`src/rtl/fbcpu_boot_ctrl.sv`:
```
// Boot controller: loads a program into RAM, runs the CPU until halt or
// timeout, then streams the RAM contents back out on request.
module fbcpu_boot_ctrl #(
  parameter int ADDRESS_WIDTH = 6,
  parameter int DATA_WIDTH    = 10,
  parameter int HALT_CYCLES   = 8
) (
  input  logic                     clk,
  input  logic                     rst,
  input  logic                     start,
  input  logic                     ld_valid,
  input  logic [DATA_WIDTH-1:0]    ld_data,
  input  logic                     ld_last,
  output logic                     ld_ready,
  input  logic                     dump_req,
  output logic                     rd_valid,
  output logic [DATA_WIDTH-1:0]    rd_data,
  input  logic                     rd_ready,
  output logic                     cpu_rst,
  input  logic [ADDRESS_WIDTH-1:0] cpu_MAR,
  input  logic                     cpu_RAMWr,
  input  logic [DATA_WIDTH-1:0]    cpu_MDRIn,
  input  logic [5:0]               cpu_PC,
  output logic [ADDRESS_WIDTH-1:0] ram_MAR,
  output logic                     ram_Wr,
  output logic [DATA_WIDTH-1:0]    ram_MDRIn,
  input  logic [DATA_WIDTH-1:0]    ram_MDROut,
  output logic                     busy,
  output logic                     halted,
  output logic                     timeout,
  output logic [15:0]              run_cycles
);

  typedef enum logic [2:0] {
    S_IDLE,
    S_LOAD,
    S_RUN,
    S_DONE,
    S_DUMP_A,
    S_DUMP_D
  } state_t;

  localparam logic [ADDRESS_WIDTH-1:0] MAX_ADDR = {ADDRESS_WIDTH{1'b1}};
  localparam logic [7:0] HALT_LIM = 8'(HALT_CYCLES - 1);

  state_t                   state;
  logic [ADDRESS_WIDTH-1:0] ld_addr;
  logic [ADDRESS_WIDTH-1:0] dp_addr;
  logic [DATA_WIDTH-1:0]    rd_q;
  logic                     rd_fresh;
  logic [7:0]               stable;
  logic [5:0]               prev_pc;
  logic                     first_run;

  logic [7:0]  stable_nxt;
  logic [15:0] rc_nxt;
  logic        halt_hit;
  logic        tmo_hit;
  logic        ld_end;

  // The first RUN cycle has no valid previous PC, so it counts as a change.
  assign stable_nxt = (first_run || cpu_PC != prev_pc) ? 8'd0
                                                      : stable + 8'd1;
  assign halt_hit = (stable_nxt == HALT_LIM);
  assign rc_nxt = (run_cycles == 16'hFFFF) ? 16'hFFFF
                                           : run_cycles + 16'd1;
  assign tmo_hit = (rc_nxt == 16'hFFFF);
  assign ld_end = ld_valid && (ld_last || ld_addr == MAX_ADDR);

  assign ld_ready = (state == S_LOAD);
  assign rd_valid = (state == S_DUMP_D);
  assign cpu_rst  = (state != S_RUN);
  assign busy     = (state == S_LOAD) || (state == S_RUN) ||
                    (state == S_DUMP_A) || (state == S_DUMP_D);

  // RAM read data lands one cycle after the address, i.e. in the first
  // DUMP_D cycle; pass it through then and hold the captured copy after.
  assign rd_data = (state == S_DUMP_D && rd_fresh) ? ram_MDROut : rd_q;

  always_comb begin
    ram_MAR   = '0;
    ram_Wr    = 1'b0;
    ram_MDRIn = '0;
    unique case (state)
      S_LOAD: begin
        ram_MAR   = ld_addr;
        ram_Wr    = ld_valid;
        ram_MDRIn = ld_data;
      end
      S_RUN: begin
        ram_MAR   = cpu_MAR;
        ram_Wr    = cpu_RAMWr;
        ram_MDRIn = cpu_MDRIn;
      end
      S_DUMP_A, S_DUMP_D: begin
        ram_MAR = dp_addr;
      end
      default: begin
      end
    endcase
  end

  always_ff @(posedge clk or posedge rst) begin
    if (rst) begin
      state      <= S_IDLE;
      ld_addr    <= '0;
      dp_addr    <= '0;
      rd_q       <= '0;
      rd_fresh   <= 1'b0;
      stable     <= '0;
      prev_pc    <= '0;
      first_run  <= 1'b0;
      run_cycles <= '0;
      halted     <= 1'b0;
      timeout    <= 1'b0;
    end else begin
      unique case (state)
        S_IDLE: begin
          if (start) begin
            state      <= S_LOAD;
            ld_addr    <= '0;
            run_cycles <= '0;
            halted     <= 1'b0;
            timeout    <= 1'b0;
          end
        end
        S_LOAD: begin
          if (ld_end) begin
            state     <= S_RUN;
            first_run <= 1'b1;
            stable    <= '0;
          end else if (ld_valid) begin
            ld_addr <= ld_addr + 1'b1;
          end
        end
        S_RUN: begin
          run_cycles <= rc_nxt;
          stable     <= stable_nxt;
          prev_pc    <= cpu_PC;
          first_run  <= 1'b0;
          // Halt takes priority when both end conditions coincide.
          if (halt_hit) begin
            halted <= 1'b1;
            state  <= S_DONE;
          end else if (tmo_hit) begin
            timeout <= 1'b1;
            state   <= S_DONE;
          end
        end
        S_DONE: begin
          if (start) begin
            state      <= S_LOAD;
            ld_addr    <= '0;
            run_cycles <= '0;
            halted     <= 1'b0;
            timeout    <= 1'b0;
          end else if (dump_req) begin
            state   <= S_DUMP_A;
            dp_addr <= '0;
          end
        end
        S_DUMP_A: begin
          state    <= S_DUMP_D;
          rd_fresh <= 1'b1;
        end
        S_DUMP_D: begin
          if (rd_fresh) begin
            rd_q     <= ram_MDROut;
            rd_fresh <= 1'b0;
          end
          if (rd_ready) begin
            if (dp_addr == MAX_ADDR) begin
              state <= S_DONE;
            end else begin
              dp_addr <= dp_addr + 1'b1;
              state   <= S_DUMP_A;
            end
          end
        end
        default: state <= S_IDLE;
      endcase
    end
  end

endmodule
```
`config.mk`:
```
export PLATFORM = sky130hd
export DESIGN_NAME = fbcpu_boot_ctrl
export DESIGN_NICKNAME = d
export VERILOG_FILES = /design/src/rtl/fbcpu_boot_ctrl.sv
export SDC_FILE = /design/constraint.sdc
export NUM_CORES = 1
export LEC_CHECK = 0
export CORE_ASPECT_RATIO = 1.75
export CORE_MARGIN = 1
export CORE_UTILIZATION = 52
export DETAILED_ROUTE_END_ITERATION = 12
export GPL_ROUTABILITY_DRIVEN = 0
export PLACE_DENSITY = 0.86
export SLEW_MARGIN = 10
export SYNTH_ARGS = -nofsm -noshare
export SYNTH_HDL_FRONTEND = slang
export SYNTH_SLANG_ARGS = --single-unit
export TNS_END_PERCENT = 100
```
`constraint.sdc`:
```
create_clock -name clk -period 5.5 [get_ports clk]
set_input_delay 1.65 -clock clk [delete_from_list [all_inputs] [get_ports clk]]
set_output_delay 1.65 -clock clk [all_outputs]
set_load 0.01 [all_outputs]
```
==> results of run 1 <==
-- metal layers --
metal,vias to the layer above,global-route usage (%),routed length [um]
met1,1701,34.6,3750
met4,0,15.7,319
li1,1644,-,-
met3,30,5.94,703
met5,-,0,0
met2,191,53.1,5370
-- worst max path at each step --
stage,cells after the start,endpoint,startpoint,slack (ns)
floorplan,1,rd_data[0],ram_MDROut[0],1.92
global placement,3,ram_Wr,ld_valid,0.93
detailed placement,3,ram_Wr,ld_valid,0.88
CTS,6,rd_data[8],state[2]$_DFFE_PP0P_,0.83
global route,6,rd_data[8],state[2]$_DFFE_PP0P_,0.65
finish,6,rd_data[8],state[2]$_DFFE_PP0P_,0.78
-- layout make-up --
type,instances,share of cell area (%)
Multi-Input combinational cell,310,40.1
Sequential cell,59,30.2
Timing Repair Buffer,101,20.5
Clock buffer,12,5.44
Tap cell,82,2.10
Clock inverter,4,0.971
Inverter,10,0.767
-- flip-flops by register name, indices dropped and copies added (netlist names) --
register and cells:
dp_addr 6, state 3, rd_fresh 1, rd_q 10, first_run 1, ld_addr 6
run_cycles 16, timeout 1, stable 8, prev_pc 6, halted 1
-- power breakdown --
part | switching (uW) | internal (uW)
clock | 194 | 385
combinational | 408 | 415
sequential | 124 | 531
-- critical path: cells and delay by family (launching register included) --
kind | cells | cell delay (ns)
flops | 1 | 0.79
buf+inv | 2 | 0.71
mux | 1 | 0.36
simple gates | 3 | 0.87
-- per-stage QoR --
stage | std cells | hold slack [ns]
after global routing | 578 | 0.502
after floorplan | 398 | 0.450
after global placement | 562 | 0.466
after detailed placement | 562 | 0.484
after CTS | 578 | 0.495
final | 578 | 0.491
-- synth_stat cells, types with 4 or more instances --
| library cell | n | area (um^2) |
|---|---|---|
| nand2_1 | 53 | 199 |
| dfrtp_1 | 59 | 1480 |
| a21oi_1 | 21 | 105 |
| clkbuf_1 | 11 | 41.3 |
| a311oi_1 | 6 | 52.6 |
| a31oi_1 | 6 | 37.5 |
| nor3_1 | 6 | 30.0 |
| nand3_1 | 14 | 70.1 |
| nor2_1 | 30 | 113 |
| xor2_1 | 7 | 61.3 |
| xnor2_1 | 11 | 96.3 |
| mux2_2 | 11 | 124 |
| o31ai_1 | 6 | 45.0 |
| a22o_1 | 11 | 96.3 |
| and3_1 | 8 | 50.1 |
| inv_1 | 8 | 30.0 |
| nor2b_1 | 7 | 43.8 |
| and2_1 | 5 | 31.3 |
| ha_1 | 4 | 50.1 |
| a22oi_1 | 7 | 52.6 |
| buf_2 | 6 | 30.0 |
| nand2b_1 | 7 | 43.8 |
| o21ai_0 | 37 | 185 |
| nand4_1 | 5 | 31.3 |
-- kinds of logic (layout without fill, tap and decap cells) --
logic type / Yosys count / count (layout)
adders and majority gates: 4 / 4
buffers and inverters: 29 / 127
and+or+nand+nor: 159 / 159
muxes: 12 / 12
AOI/OAI and AO/OA: 117 / 117
DFF: 59 / 59
xor gates and xnor gates: 18 / 18
==> metrics.md, run 1 <==
| Metric | Value |
|---|---|
| Sink Count | 59 |
| CTS tree | done |
| Clock root buffer | clkbuf_16 |
| Slew @ Worst Pin | around 0.79 ns |
| Die W | approximately 65 um |
| Worst r2r dst | stable[4]$_DFFE_PP0P_ |
| RSZ-0062 raised after global routing | no |
| Min setup slack post-route | slightly below 0.8 ns |
| Type of the worst setup path | reg -> out |
| Slew headroom | between 40 and 50% |
| Post-synthesis xor/xnor area fraction | approximately 4.4% |
| Die area | 0.00720 mm^2 |
| Maximum clock rate | 212 MHz |
| Avg Cell Area, Syn | between 8 and 9 um^2 |
| DP Area | 0.00458 mm^2 |
| P&R area growth vs syn | 37.5% |
| Critical path required time | between 3 and 4 ns |
| Vias in the first global route | roughly 3600 |
| Synth Area in Compound Gates | 21.7% |
| Post-CTS Hold Buffers | 0 |
| FILL cells | a little under 500 |
| Antenna viol nets, final | 0 |
| Iteration-0 DRC Markers | 407 |
| DRC violations left | 0 |
| Peak VDD IR | 0.394 mV |
| Hold Vio Cnt, Final | 0 |
| Leak pwr | 0.00196 uW |
| Distinct cells, synth | between 60 and 70 |
| Via count | approximately 3600 |
| Arrival @ worst endpoint | 3.07 ns |
| Top-Level Pins | 99 |
| Hold Path Depth | 1 |
| Setup violators final | 0 |
| Period utilization | 85.8% |
| Yosys reg bits | approximately 60 |
| Post-route setup TNS | 0 ns |
| CP max FO | 20 |
| Quantity of gates resized following cts | 0 |
| Slowest cell on the critical path | dfrtp_1 |
| First-pass iteration count of the detailed router | 8 |
| Layout cells sized above 1 | 9.48% |
| Post-synth EDFFs | 0 |
| Startpoint types | flip-flop |
| Power Total | 2060 uW |
| Port bufs | between 90 and 100 |
| Pwr/cell area | ~420 mW/mm^2 |
| Multi-input logic area | 0.00196 mm^2 |
| # diodes | 0 |
| Most common cell after layout, fill and taps aside | clkdlybuf4s50_1 |
| All-Layer GR Usage | between 30% and 40% |
| Max-cap violations | 0 |
| Final nets | between 500 and 600 |
| Final instance area | between 0.004 and 0.005 mm^2 |
| Critical path's largest stage delay | 0.79 ns |
| GRT overflow | 0 |
| Ys async rst share | 100% |
| Syn Nets | about 450 |
| Core area | approximately 0.0066 mm^2 |
| Status | finished, final reports clean |
| Routed wire per std cell | around 18 um |
| Place WS | roughly 0.9 ns |
| Multiplexer area fraction after synthesis | roughly 3.8% |
| Sequential area share after synthesis | ~41% |
| CTS Buf Count | 9 |
| Slew Viols, Final | 0 |
| Clk buf depth | 2 |
| Pin count of the biggest net entering global routing | 31 |
| Starting density of the core | roughly 54% |
| Synth Area in Simple Gates | a little under a quarter |
| Rows | 39 |
| Fin crit period | 4.72 ns |
| Worst min-delay path category | reg -> reg |
| Hold Crit Start | rd_q[7]$_DFFE_PP0P_ |
| Worst reg2reg setup slack | about 2.5 ns |
| Post-synth design cell area | around 0.0036 mm^2 |
| CP Cell Sequence | inv_2 > nor2_1 > and2_1 > nand2_1 > mux2_2 > clkdlybuf4s50_1 |
| Total area of sequential cells | roughly 0.0015 mm^2 |
| Reg2Reg Depth | 7 |
| Clock skew | roughly 0.0086 ns |
| CP Capture Type | primary output |
| Combinational family with the most area after synthesis | simple AND/OR/NAND/NOR gates |
| Synth Instances | between 300 and 400 |
| Ys flop type | dfrtp_1 |
| Worst skew pair latency | between 0.3 and 0.4 ns |
| Most frequent cells in the layout | clkdlybuf4s50_1 (98), dfrtp_1 (59), nand2_1 (53) |
| DP HPWL | between 7000 and 8000 um |
| DRT Wirelength | roughly 10000 um |
| DR vias/cell | 6.17 |
| Die H | ~110 um |
| Fin util | around three quarters |
| Post-synthesis adder-cell area fraction | under 10% |
| RR Startpoint | state[1]$_DFFE_PP0P_ |
| H-tree levels | 3 |
| Clk pin slew, worst setup/hold paths | about 0.050 ns |
| Setup Buffers After CTS | 0 |
| Min-Delay Endpoint | rd_q[7]$_DFFE_PP0P_ |
| Synth Warn # | 0 |
| Antenna violations before repair | 0 |
| First-pass GRT wire length | 17000 um |
Note: power is estimated with default switching activity, not from simulation.
==> inputs of run 2 (changes only) <==
CORE_MARGIN = 2   (was 1)
==> run 2 against run 1 <==
- global-route usage shrank 1.5 points
- die area grew 4.9%
- flip-flop and latch count is the same
- core utilization shrank 0.28 points
- fmax shrank 0.44%
==> metrics.md, run 2 (synthesis results as in run 1) <==
| Metric | Value |
|---|---|
| Status | finished, final reports clean |
| Pwr/cell area | 413 mW/mm^2 (-1.6%) |
| GRT overflow | 0 (unchanged) |
| Gate power share | 39.9% (about the same) |
| Arrival @ worst endpoint | 3.09 ns (+0.02 ns) |
| Setup violators final | 0 (unchanged) |
| Startpoint types | flip-flop |
| Slew headroom | 39.2% (-8.3 points) |
| Port bufs | 98 (unchanged) |
| P&R area growth vs syn | 36.9% |
| Top flop regs | run_cycles: 16 flops, rd_q: 10 flops, stable: 8 flops |
| Starting density of the core | 54.1% (unchanged) |
| Reg2Reg Depth | 6 (-1) |
| Fin util | 74.0% (-0.28 points) |
| Worst skew pair latency | 0.33 ns (about the same) |
| CTS tree | done |
| Clock power share | 27.6% (-0.6 points) |
| Peak VDD IR | 0.339 mV (-14%) |
| Antenna violations before repair | 1 (+1) |
| Slowest cell on the critical path | dfrtp_1 |
| Worst reg2reg setup slack | 2.59 ns (+0.05 ns) |
| First-pass iteration count of the detailed router | 8 (unchanged) |
| Sequential share of power | 32.5% (+0.7 points) |
| Die H | 113 um (+1.8%) |
| DRT Wirelength | 10200 um (+0.75%) |
| Slew @ Worst Pin | 0.911 ns (+0.123 ns) |
| CP Cell Sequence | inv_2 > nor2_1 > and2_1 > nand2_1 > mux2_2 > clkdlybuf4s50_1 |
| Sw Pwr | 699 uW (-3.7%) |
| FILL cells | 481 (unchanged) |
| Period utilization | 86.2% (+0.38 points) |
| Sink Count | 59 (unchanged) |
| DRC violations left | 0 (unchanged) |
| Critical path's largest stage delay | 0.80 ns (about the same) |
| Most common cell after layout, fill and taps aside | clkdlybuf4s50_1 |
| # diodes | 0 (unchanged) |
| Maximum clock rate | 211 MHz (-0.44%) |
| Slew Viols, Final | 0 (unchanged) |
| DP HPWL | 7250 um (+0.89%) |
| Via count | 3551 (-0.42%) |
| Post-route setup TNS | 0 ns (unchanged) |
| Min setup slack post-route | 0.760 ns (-0.0209 ns) |
| Iteration-0 DRC Markers | 400 (-1.7%) |
| DR vias/cell | 6.15 (-0.25%) |
| Routed wire per std cell | 17.7 um (+0.92%) |
| Internal | 1320 uW (-1.1%) |
| Place WS | 0.935 ns (+0.0504 ns) |
| Layout cells sized above 1 | 8.89% (-0.59 points) |
| Post-CTS Hold Buffers | 0 (unchanged) |
| H-tree levels | 3 (unchanged) |
| Min-Delay Endpoint | rd_q[8]$_DFFE_PP0P_ |
| Vias in the first global route | 3496 (-2.1%) |
| Critical path required time | 3.85 ns (about the same) |
| Top reg by flops | run_cycles |
| CP Buf/Inv Count | 2 (unchanged) |
| Final nets | 545 (unchanged) |
| Hold Path Depth | 1 (unchanged) |
| Max-cap violations | 0 (unchanged) |
| Rows | 39 (unchanged) |
| Leak pwr | 0.00196 uW (-0.45%) |
| Clock root buffer | clkbuf_16 |
| Fin crit period | 4.74 ns (+0.0209 ns) |
| Hold Crit Start | rd_q[8]$_DFFE_PP0P_ |
| All-Layer GR Usage | 29.0% (-1.5 points) |
| Sw Ratio | 34.7% (-0.62 points) |
| Largest register FFs | 16 (unchanged) |
| CP top delay family | simple AND/OR/NAND/NOR gates |
| CP Capture Type | primary output |
| Hold Vio Cnt, Final | 0 (unchanged) |
| RSZ-0062 raised after global routing | no |
| Die W | 66.6 um (+3.1%) |
| Antenna viol nets, final | 0 (unchanged) |
| CP max FO | 20 (unchanged) |
| Worst r2r dst | stable[5]$_DFFE_PP0P_ |
| RR Startpoint | state[1]$_DFFE_PP0P_ |
| Clk buf depth | 2 (unchanged) |
| Top-Level Pins | 99 (unchanged) |
| Setup Buffers After CTS | 0 (unchanged) |
| Clk pin slew, worst setup/hold paths | 0.05 ns (about the same) |
| Worst min-delay path category | reg -> reg |
| First-pass GRT wire length | 16800 um (-1.2%) |
| Clock skew | 0.00756 ns (-0.000992 ns) |
| Core area | 0.00659 mm^2 (unchanged) |
| Most frequent cells in the layout | clkdlybuf4s50_1 (98), dfrtp_1 (59), nand2_1 (53) |
| CTS Buf Count | 9 (unchanged) |
| Type of the worst setup path | reg -> out |
| Pin count of the biggest net entering global routing | 44 (+42%) |
| Die area | 0.00755 mm^2 (+4.9%) |
| Quantity of gates resized following cts | 0 (unchanged) |
## run 2: changes by cell type in the layout (fill, tap and decap cells not counted)
cell        before  now
clkinvlp_4       1    0
clkinv_2         2    1
clkbuf_1         0    2
clkbuf_8         3    2
## run 2: metal layers
layer / vias up / wire, um / global-route usage, %
li1: 1647 / - / -
met3: 25 / 848 / 8.48
met1: 1702 / 3780 / 33.8
met5: - / 13 / 0
met2: 175 / 5310 / 48.5
met4: 2 / 268 / 12.9
## run 2: per-stage QoR
stage / instances / area, um^2 / hold WS [ns] / power [uW]
4_1_cts: 577 / 4880 / 0.493 / 2020
2_1_floorplan: 398 / 3560 / 0.450 / 1080
5_1_grt: 577 / 4880 / 0.501 / 2130
3_3_place_gp: 562 / 4580 / 0.465 / 1430
6_report: 577 / 4880 / 0.491 / 2020
3_5_place_dp: 562 / 4580 / 0.482 / 1460
## run 2: layout make-up
| cell class | count | area (um^2) | area share (%) |
|---|---|---|---|
| timing repair buffer | 101 | 1000 | 20.6 |
| sequential | 59 | 1480 | 30.3 |
| inverter | 10 | 37.5 | 0.770 |
| tap | 82 | 103 | 2.10 |
| clock buffer | 13 | 260 | 5.34 |
| clock inverter | 2 | 35.0 | 0.719 |
| multi-input combinational | 310 | 1960 | 40.2 |
## run 2: how the worst max path moves through the flow
stage                          from    endpoint  slack (ns)  cells after the start
5_1_grt        state[2]$_DFFE_PP0P_  rd_data[1]        0.58                      6
6_report       state[2]$_DFFE_PP0P_  rd_data[1]        0.76                      6
2_1_floorplan         ram_MDROut[0]  rd_data[0]        1.92                      1
3_3_place_gp               ld_valid      ram_Wr        0.93                      3
4_1_cts        state[2]$_DFFE_PP0P_  rd_data[1]        0.80                      6
3_5_place_dp               ld_valid      ram_Wr        0.93                      3
## run 2: worst register-to-register path, delay by kind of cell (launching register included)
family | cells | cell delay (ns)
and+or+nand+nor | 3 | 1.58
DFF | 1 | 0.72
buffers and inverters | 1 | 0.32
AOI/OAI and AO/OA | 2 | 0.20
## run 2: power groups by stage
stage	clock, uW	combinational (uW)	sequential (uW)
finish	556	805	655
global placement	0	778	653
floorplan	0	486	591
detailed placement	0	800	657
CTS	560	808	651
global route	583	880	668
